$ cat src/rtl/tank_ctrl.sv
// Per-player tank controller: frame-paced grid movement and facing, plus one bullet in flight.
// All outputs registered and update the cycle after the qualifying frame tick; i_freeze holds all motion.
module tank_ctrl #(
  parameter int MAX_X         = 39,
  parameter int MAX_Y         = 29,
  parameter int INIT_X        = 32,
  parameter int INIT_Y        = 3,
  parameter int INIT_DIR      = 0,
  parameter int MOVE_PERIOD   = 8,
  parameter int BULLET_PERIOD = 2
) (
  input  logic       clk,
  input  logic       rst,
  input  logic       i_frame_tick,
  input  logic       i_freeze,
  input  logic       i_up,
  input  logic       i_down,
  input  logic       i_left,
  input  logic       i_right,
  input  logic       i_fire,
  output logic [5:0] o_tank_x,
  output logic [5:0] o_tank_y,
  output logic [1:0] o_tank_dir,
  output logic       o_bullet_valid,
  output logic [5:0] o_bullet_x,
  output logic [5:0] o_bullet_y,
  output logic [1:0] o_bullet_dir
);

  localparam int MCW = (MOVE_PERIOD > 1) ? $clog2(MOVE_PERIOD) : 1;
  localparam int BCW = (BULLET_PERIOD > 1) ? $clog2(BULLET_PERIOD) : 1;
  localparam logic [MCW-1:0] MOVE_LAST = MCW'(MOVE_PERIOD - 1);
  localparam logic [BCW-1:0] BUL_LAST  = BCW'(BULLET_PERIOD - 1);
  localparam logic [5:0]     X_LIM     = 6'(MAX_X);
  localparam logic [5:0]     Y_LIM     = 6'(MAX_Y);

  typedef enum logic {IDLE, FLYING} bstate_t;

  bstate_t        state_q, state_d;
  logic [MCW-1:0] move_cnt_q, move_cnt_d;
  logic [BCW-1:0] bul_cnt_q, bul_cnt_d;
  logic           fire_d;
  logic           fire_rise;
  logic           req_vld;
  logic [1:0]     req_dir;
  logic [5:0]     tank_x_d, tank_y_d;
  logic [1:0]     tank_dir_d;
  logic           bul_vld_d;
  logic [5:0]     bul_x_d, bul_y_d;
  logic [1:0]     bul_dir_d;
  logic [5:0]     step_x, step_y;
  logic           step_out;

  assign fire_rise = i_fire & ~fire_d;

  always_comb begin
    req_vld = i_up | i_down | i_left | i_right;
    req_dir = 2'd1;
    if (i_up)        req_dir = 2'd0;
    else if (i_down) req_dir = 2'd2;
    else if (i_left) req_dir = 2'd3;
  end

  // Edge test happens before the arithmetic so nothing relies on 6-bit wrap.
  always_comb begin
    step_x   = o_bullet_x;
    step_y   = o_bullet_y;
    step_out = 1'b0;
    case (o_bullet_dir)
      2'd0: if (o_bullet_y == 6'd0)   step_out = 1'b1; else step_y = o_bullet_y - 6'd1;
      2'd1: if (o_bullet_x >= X_LIM)  step_out = 1'b1; else step_x = o_bullet_x + 6'd1;
      2'd2: if (o_bullet_y >= Y_LIM)  step_out = 1'b1; else step_y = o_bullet_y + 6'd1;
      default: if (o_bullet_x == 6'd0) step_out = 1'b1; else step_x = o_bullet_x - 6'd1;
    endcase
  end

  always_comb begin
    move_cnt_d = move_cnt_q;
    tank_x_d   = o_tank_x;
    tank_y_d   = o_tank_y;
    tank_dir_d = o_tank_dir;
    if (!i_freeze) begin
      if (!req_vld) begin
        move_cnt_d = MOVE_LAST;
      end else if (i_frame_tick) begin
        if (move_cnt_q == MOVE_LAST) begin
          move_cnt_d = '0;
          if (req_dir != o_tank_dir) begin
            tank_dir_d = req_dir;
          end else begin
            case (req_dir)
              2'd0: if (o_tank_y != 6'd0) tank_y_d = o_tank_y - 6'd1;
              2'd1: if (o_tank_x < X_LIM) tank_x_d = o_tank_x + 6'd1;
              2'd2: if (o_tank_y < Y_LIM) tank_y_d = o_tank_y + 6'd1;
              default: if (o_tank_x != 6'd0) tank_x_d = o_tank_x - 6'd1;
            endcase
          end
        end else begin
          move_cnt_d = move_cnt_q + MCW'(1);
        end
      end
    end
  end

  // Spawn copies the pre-move tank registers, so a same-cycle tank action does not leak in.
  always_comb begin
    state_d   = state_q;
    bul_cnt_d = bul_cnt_q;
    bul_vld_d = o_bullet_valid;
    bul_x_d   = o_bullet_x;
    bul_y_d   = o_bullet_y;
    bul_dir_d = o_bullet_dir;
    case (state_q)
      IDLE: begin
        if (fire_rise && !i_freeze) begin
          state_d   = FLYING;
          bul_vld_d = 1'b1;
          bul_x_d   = o_tank_x;
          bul_y_d   = o_tank_y;
          bul_dir_d = o_tank_dir;
          bul_cnt_d = '0;
        end
      end
      default: begin
        if (i_frame_tick && !i_freeze) begin
          if (bul_cnt_q == BUL_LAST) begin
            bul_cnt_d = '0;
            if (step_out) begin
              state_d   = IDLE;
              bul_vld_d = 1'b0;
            end else begin
              bul_x_d = step_x;
              bul_y_d = step_y;
            end
          end else begin
            bul_cnt_d = bul_cnt_q + BCW'(1);
          end
        end
      end
    endcase
  end

  always_ff @(posedge clk) begin
    if (rst) begin
      state_q        <= IDLE;
      move_cnt_q     <= MOVE_LAST;
      bul_cnt_q      <= '0;
      fire_d         <= 1'b0;
      o_tank_x       <= 6'(INIT_X);
      o_tank_y       <= 6'(INIT_Y);
      o_tank_dir     <= 2'(INIT_DIR);
      o_bullet_valid <= 1'b0;
      o_bullet_x     <= '0;
      o_bullet_y     <= '0;
      o_bullet_dir   <= '0;
    end else begin
      state_q        <= state_d;
      move_cnt_q     <= move_cnt_d;
      bul_cnt_q      <= bul_cnt_d;
      fire_d         <= i_fire;
      o_tank_x       <= tank_x_d;
      o_tank_y       <= tank_y_d;
      o_tank_dir     <= tank_dir_d;
      o_bullet_valid <= bul_vld_d;
      o_bullet_x     <= bul_x_d;
      o_bullet_y     <= bul_y_d;
      o_bullet_dir   <= bul_dir_d;
    end
  end

endmodule

$ cat config.mk
export PLATFORM = sky130hd
export DESIGN_NAME = tank_ctrl
export DESIGN_NICKNAME = d
export VERILOG_FILES = /design/src/rtl/tank_ctrl.sv
export SDC_FILE = /design/constraint.sdc
export NUM_CORES = 1
export LEC_CHECK = 0
export ABC_AREA = 1
export BUFFER_PORTS_ARGS = -buffer_cell sky130_fd_sc_hd__buf_2
export CAP_MARGIN = 20
export CORE_ASPECT_RATIO = 0.7
export CORE_UTILIZATION = 50
export CTS_BUF_LIST = sky130_fd_sc_hd__clkbuf_16
export DETAILED_ROUTE_END_ITERATION = 10
export MAX_ROUTING_LAYER = met4
export PLACE_DENSITY = 0.83
export SYNTH_ARGS = -nofsm -noshare
export SYNTH_HDL_FRONTEND = slang
export SYNTH_SLANG_ARGS = --single-unit
$ cat constraint.sdc
create_clock -name clk -period 2.4 [get_ports clk]
set_input_delay 0.36 -clock clk [delete_from_list [all_inputs] [get_ports clk]]
set_output_delay 0.36 -clock clk [all_outputs]
set_load 0.02 [all_outputs]
Word level (Yosys, flattened, before mapping)
Index checks and enable logic that the tools add are counted.
W data, S select, Z words.

word-level totals
  bits in latches = 0
  word-level logic and storage cells = 124
  RAM bits = 0
  bits in read-only memories = 0
  bits in registers = 35
  memories kept = 0
  output and inout bits = 29
  bits of input ports = 9

cells by class
  eq/ne operators = 20
  div/mod/pow operators = 0
  order comparisons = 4
  multiply operators = 0
  reduce and logical (&&, ||, !) cells = 23
  mux-type cells = 47
  $add $sub $neg = 10
  bitwise gates (word level) = 9
  shifts and indexed selects = 0

operators by type and width
  kind                   count
  $mux W6                18
  $pmux W6 S2            4
  $add A6 B1 Y6 const B  4
  $sub A6 B1 Y6 const B  4
  $mux W1                18
  $reduce_and A8 Y1      2
  $reduce_and A7 Y1      2
  $logic_not A6 Y1       2
  $ne A2 B2 Y1 const B   6
  $reduce_bool A6 Y1     2
  $mux W3                3
  $ne A3 B3 Y1 const B   3
  $ge A6 B5 Y1 const B   1
  $ge A6 B6 Y1 const B   1
  $lt A6 B5 Y1 const B   1
  $lt A6 B6 Y1 const B   1
  $mux W2                3
  $ne A2 B1 Y1 const B   3
  $reduce_and A2 Y1      3
  $reduce_bool A2 Y1     3
  $not A1 Y1             5
  $reduce_and A5 Y1      1
  $eq A2 B1 Y1 const B   2
  $eq A2 B2 Y1 const B   2
  14 further kinds       19

Longest topological paths before layout
  word-level depth = 7
  depth in mapped cells = 12
  gate-level depth less buffers = 12

Worst setup path after synthesis
Ideal clock, no wire load.

  path kind = register to register
  from = reg o_bullet_dir[0]
  to = reg o_bullet_x[4]
  required time = 2284 ps
  buffers on the path = 0
  library setup time = 116 ps
  stages on the path, launching flop included = 10
  arrival time = 1785 ps
  setup slack = 499 ps
  cell sequence = dfxtp_1 -> nand2_1 -> ha_1 -> a21oi_1 -> nand2_1 -> or2_2 -> nand3_1 -> o21ai_0 -> nor2_1 -> nor2_1

on the way
  word-level cells in the longest chain between the ends = 7
  elaborated cells between the ends (all ways) = 15

RTL lines
  element                                                  RTL line  RTL
  start: declaration                                       27        output logic [1:0] o_bullet_dir
  start signal: assignment                                 167       o_bullet_dir <= bul_dir_d;
  $eq A2 B2 Y1 / $logic_not A2 Y1 (equally long branches)  69        case (o_bullet_dir)
  $reduce_or A2 Y1 (no line)                               n/a
  $pmux W6 S2                                              69
  $mux W6                                                  128       if (step_out) begin
  $mux W6                                                  126       if (bul_cnt_q == BUL_LAST) begin
  $mux W6                                                  125       if (i_frame_tick && !i_freeze) begin
  $mux W6                                                  113       case (state_q)
  end signal: assignment                                   165       o_bullet_x <= bul_x_d;
  end: declaration                                         25        output logic [5:0] o_bullet_x,

Several ways; a longest one is shown, not always the timed one. The select of a mux whose other input is x is not followed.
A chain may end at the register's enable or synchronous reset.

Final worst setup path
  from = reg o_bullet_dir[1]
  to = reg o_bullet_x[4]

The elaborated chain is that of the path after synthesis.

==> run summary <==
After routing the design area is 3131 µm². The number of antenna-violating nets in the routed design is 0, and the number of synthesized flops with an enable pin is 0. Traced cell by cell, the critical path runs through inv_1 > nand2_1 > ha_1 > a21oi_1 > nand2_1 > or2_2 > nand3_1 > o21ai_0 > nor2_1 > nor2_1. Summed over all cells, the static leakage comes to 1.588 nW. Final RePlAce weighted congestion: 0.8688.

The worst-case setup margin in the final layout came out at 398.0 ps. The cell area after synthesis is 2711 µm². In the synthesized netlist the dominant register cell turns out to be sky130_fd_sc_hd__dfxtp_1.

For the post-synthesis net count, the log shows 449. For this run, design rule violations remaining after detail routing come to 0. The tools report the yosys synthesis warning count as 0. The share of synthesized flip-flops with an asynchronous set or reset is 0, and the initial core utilization is 0.5184. The setup path with the least slack is of type flop to flop.

After clock tree synthesis, the repair step resized 0 gates. In this run the tool buffered the top-level ports with 37 buffer cells. Largest fanout of any net on the critical path: 7. The count of routing violations after the opening detailed-route iteration was 151.

The post-route clock period utilization came out at 0.8342. The tools report the launching element type of the critical path as a flop. The run gives 0.001726 W as the power after layout. The critical-path cell with the highest stage delay was sky130_fd_sc_hd__dfxtp_1.

Fraction of layout instances using a drive strength above 1: 0.1735. The average wire per cell in the routed design is 12.15 µm, and the number of antenna repair diodes is 0. In this run the count of I/O pins placed on the die edge is 38.

Post-CTS timing repair inserted 0 buffers for setup. The count of different cell masters after synthesis is 34. The cell at the root of the clock tree was sky130_fd_sc_hd__clkbuf_16. Averaged over all synthesized cells, the footprint is 6.486 µm². The floorplan has 22 rows. The overall routing resource usage was 0.2442; the largest buffer count on any clock path was 2. The final count of pins violating max slew was 0; the die outline area was 5726 µm². STA puts the critical path data required time at 2570 ps. The area of the core region came out at 5230 µm². The number of cells in the finished layout apart from fillers was 533. In this run the cell area measured after placement is 2990 µm². Among cell families on the critical path, the largest total delay comes from simple AND/OR/NAND/NOR gates. The first global-routing pass estimated 10,990 µm of wire. Setup violations remaining at the end of the flow were counted as 0. The run gives 401.8 ps as the setup slack at placement.

The floorplan step set the die width to 90.02 µm. At the end of the flow, the number of nets in the layout was 491. The H-tree was split into 2 levels.

Data arrives at the worst endpoint at 2170 ps. The area growth from synthesis to layout is 15.46%. For the worst IR drop on VDD, the log shows 0.0002935 V. The global route total overflow was 0. Adding up every negative setup slack in the final design gives 0 ps. The via-per-instance ratio was 5.377; the clock slew seen by the registers of the worst setup and hold paths was 60 ps. The routed design has 6475 µm of wire. Power spread over the standard cell area amounts to 551.3 nW/µm². TritonCTS built the clock tree.

Placed instance count: 525. The type of the tightest min-delay check was primary input to flop. The number of hold buffers added after cts was 0; the max capacitance violation total was 0. The tools report the number of global-route vias before repair as 2,428. For this block, the via count after detailed routing is 2,866.

From bottom edge to top edge, the die measures 63.61 µm. The worst setup path is captured at a flop. Slew of the pin with the lowest slew margin: 547.4 ps. For the total count of hold-check failures in the final report, the log shows 0. The tools report the number of clock buffers inserted by TritonCTS as 5. The run gives 0.6347 as the worst slew margin relative to its limit.

Before antenna repair, the detailed router went through 5 iterations. Post-synthesis instance total: 418. The tools report the top achievable clock speed as 499.5 MHz.

The number of buffers and inverters on the critical path was 1. Setup repair after global routing left no endpoint under its margin. For the number of sinks handled by clock tree synthesis, the log shows 35. The initial antenna violation count was 0. The share of synthesized area occupied by flip-flops and latches is 0.2584, and the delay of the slowest cell on the worst path is 430 ps. The synthesized design contains 35 register bits.

Fill cells in the final layout number 509. Once detailed placement completed, the half-perimeter wirelength came to 5067 µm. The later pin in the worst-skew pair is clocked with a latency of 280 ps.

The clock arrives with 7.567 ps of skew. The clock period minus final worst setup slack was 2002 ps. The flow ran to the end, and the final reports show no timing, DRC or antenna violations.

Entering global routing, the biggest net connects 18 pins.
cell usage in the layout (no fill, tap or decap), types with 2 or more instances in the layout:
| cell type | n |
|---|---|
| sky130_fd_sc_hd__fa_1 | 4 |
| sky130_fd_sc_hd__o21ai_1 | 5 |
| sky130_fd_sc_hd__inv_1 | 43 |
| sky130_fd_sc_hd__a21oi_1 | 23 |
| sky130_fd_sc_hd__inv_2 | 7 |
| sky130_fd_sc_hd__buf_2 | 37 |
| sky130_fd_sc_hd__a31oi_1 | 4 |
| sky130_fd_sc_hd__buf_4 | 4 |
| sky130_fd_sc_hd__nand2_1 | 110 |
| sky130_fd_sc_hd__nand4_1 | 8 |
| sky130_fd_sc_hd__nand3_1 | 40 |
| sky130_fd_sc_hd__ha_1 | 18 |
| sky130_fd_sc_hd__nor2_2 | 5 |
| sky130_fd_sc_hd__nand3b_1 | 3 |
| sky130_fd_sc_hd__xor2_1 | 7 |
| sky130_fd_sc_hd__dfxtp_1 | 35 |
| sky130_fd_sc_hd__nor2_1 | 54 |
| sky130_fd_sc_hd__clkinv_2 | 3 |
| sky130_fd_sc_hd__nand2_2 | 6 |
| sky130_fd_sc_hd__nor3_1 | 2 |
| sky130_fd_sc_hd__clkbuf_16 | 5 |
| sky130_fd_sc_hd__nor2_4 | 2 |
| sky130_fd_sc_hd__xnor2_1 | 5 |
| sky130_fd_sc_hd__or2_2 | 2 |
| sky130_fd_sc_hd__nand2_4 | 2 |
| sky130_fd_sc_hd__o21ai_0 | 18 |
synthesized netlist by cell type, types with 5 or more instances:
cell | n | area, µm²
sky130_fd_sc_hd__nand2_1 | 110 | 412.9
sky130_fd_sc_hd__nor2_1 | 54 | 202.7
sky130_fd_sc_hd__inv_1 | 43 | 161.4
sky130_fd_sc_hd__nand3_1 | 40 | 200.2
sky130_fd_sc_hd__dfxtp_1 | 35 | 700.7
sky130_fd_sc_hd__a21oi_1 | 23 | 115.1
sky130_fd_sc_hd__ha_1 | 18 | 225.2
sky130_fd_sc_hd__o21ai_0 | 18 | 90.09
sky130_fd_sc_hd__nand4_1 | 8 | 50.05
sky130_fd_sc_hd__inv_2 | 7 | 26.28
sky130_fd_sc_hd__xor2_1 | 7 | 61.31
sky130_fd_sc_hd__nand2_2 | 6 | 37.54
sky130_fd_sc_hd__nor2_2 | 5 | 31.28
sky130_fd_sc_hd__o21ai_1 | 5 | 25.02
sky130_fd_sc_hd__xnor2_1 | 5 | 43.79
cells by family after synthesis:
| group | after synthesis | share of synthesized area |
|---|---|---|
| simple gates | 239 | 0.4038 |
| compound gates | 52 | 0.09922 |
| buf+inv | 57 | 0.08122 |
| flops | 35 | 0.2584 |
| xor+xnor | 13 | 0.04476 |
| fa+ha+maj | 22 | 0.1126 |
per-layer routing:
| layer | track usage | up-vias | routed length [µm] |
|---|---|---|---|
| met5 | - | - | 0 |
| met4 | 0.06048 | 0 | 71 |
| met3 | 0.04469 | 7 | 407 |
| met2 | 0.3664 | 85 | 2774 |
| met1 | 0.3385 | 1329 | 3223 |
| li1 | - | 1445 | - |
report_power, final:
part           switching (W)  total (W)  leakage, nW  internal (W)
clock               0.000244   0.000622       0.0733      0.000378
sequential         0.0000423   0.000654        0.286      0.000612
combinational       0.000280   0.000450         1.23      0.000170
worst min-delay path: cells and delay by family:
kind	cells	cell delay (ps)
buf+inv	2	170
simple gates	1	30
path summary, 6_finish.rpt:
kind	cells past startpoint	start	slack, ps	to
worst max-delay path	10	o_bullet_dir[1]	400	o_bullet_x[4]
worst min-delay path	3	i_fire	330	fire_d
worst max register to register	10	o_bullet_dir[1]	400	o_bullet_x[4]
worst min register to register	2	o_bullet_valid	470	o_bullet_valid
layout make-up:
type / count / area (µm²) / area share
clock buffer: 5 / 125.1 / 0.03997
sequential: 35 / 700.7 / 0.2238
clock inverter: 3 / 15.01 / 0.004796
tap: 72 / 90.09 / 0.02878
inverter: 51 / 193.9 / 0.06195
multi-input combinational: 326 / 1790 / 0.5719
timing repair buffer: 41 / 215.2 / 0.06874
metrics by stage:
| step | utilization | hold slack, ps |
|---|---|---|
| global placement | 0.5718 | 444.4 |
| CTS | 0.5986 | 326.9 |
| detailed placement | 0.5718 | 462.9 |
| finish | 0.5986 | 328.2 |
| floorplan | - | 434.4 |
| global route | 0.5986 | 333.3 |
registers in the layout, indices dropped and copies added (netlist names):
name and cells:
o_bullet_x 6, o_bullet_y 6, o_tank_x 6, o_tank_y 6, move_cnt_q 3, o_bullet_dir 2, o_tank_dir 2, bul_cnt_q 1
fire_d 1, o_bullet_valid 1, state_q 1
Power figures use the tool's default switching activity.
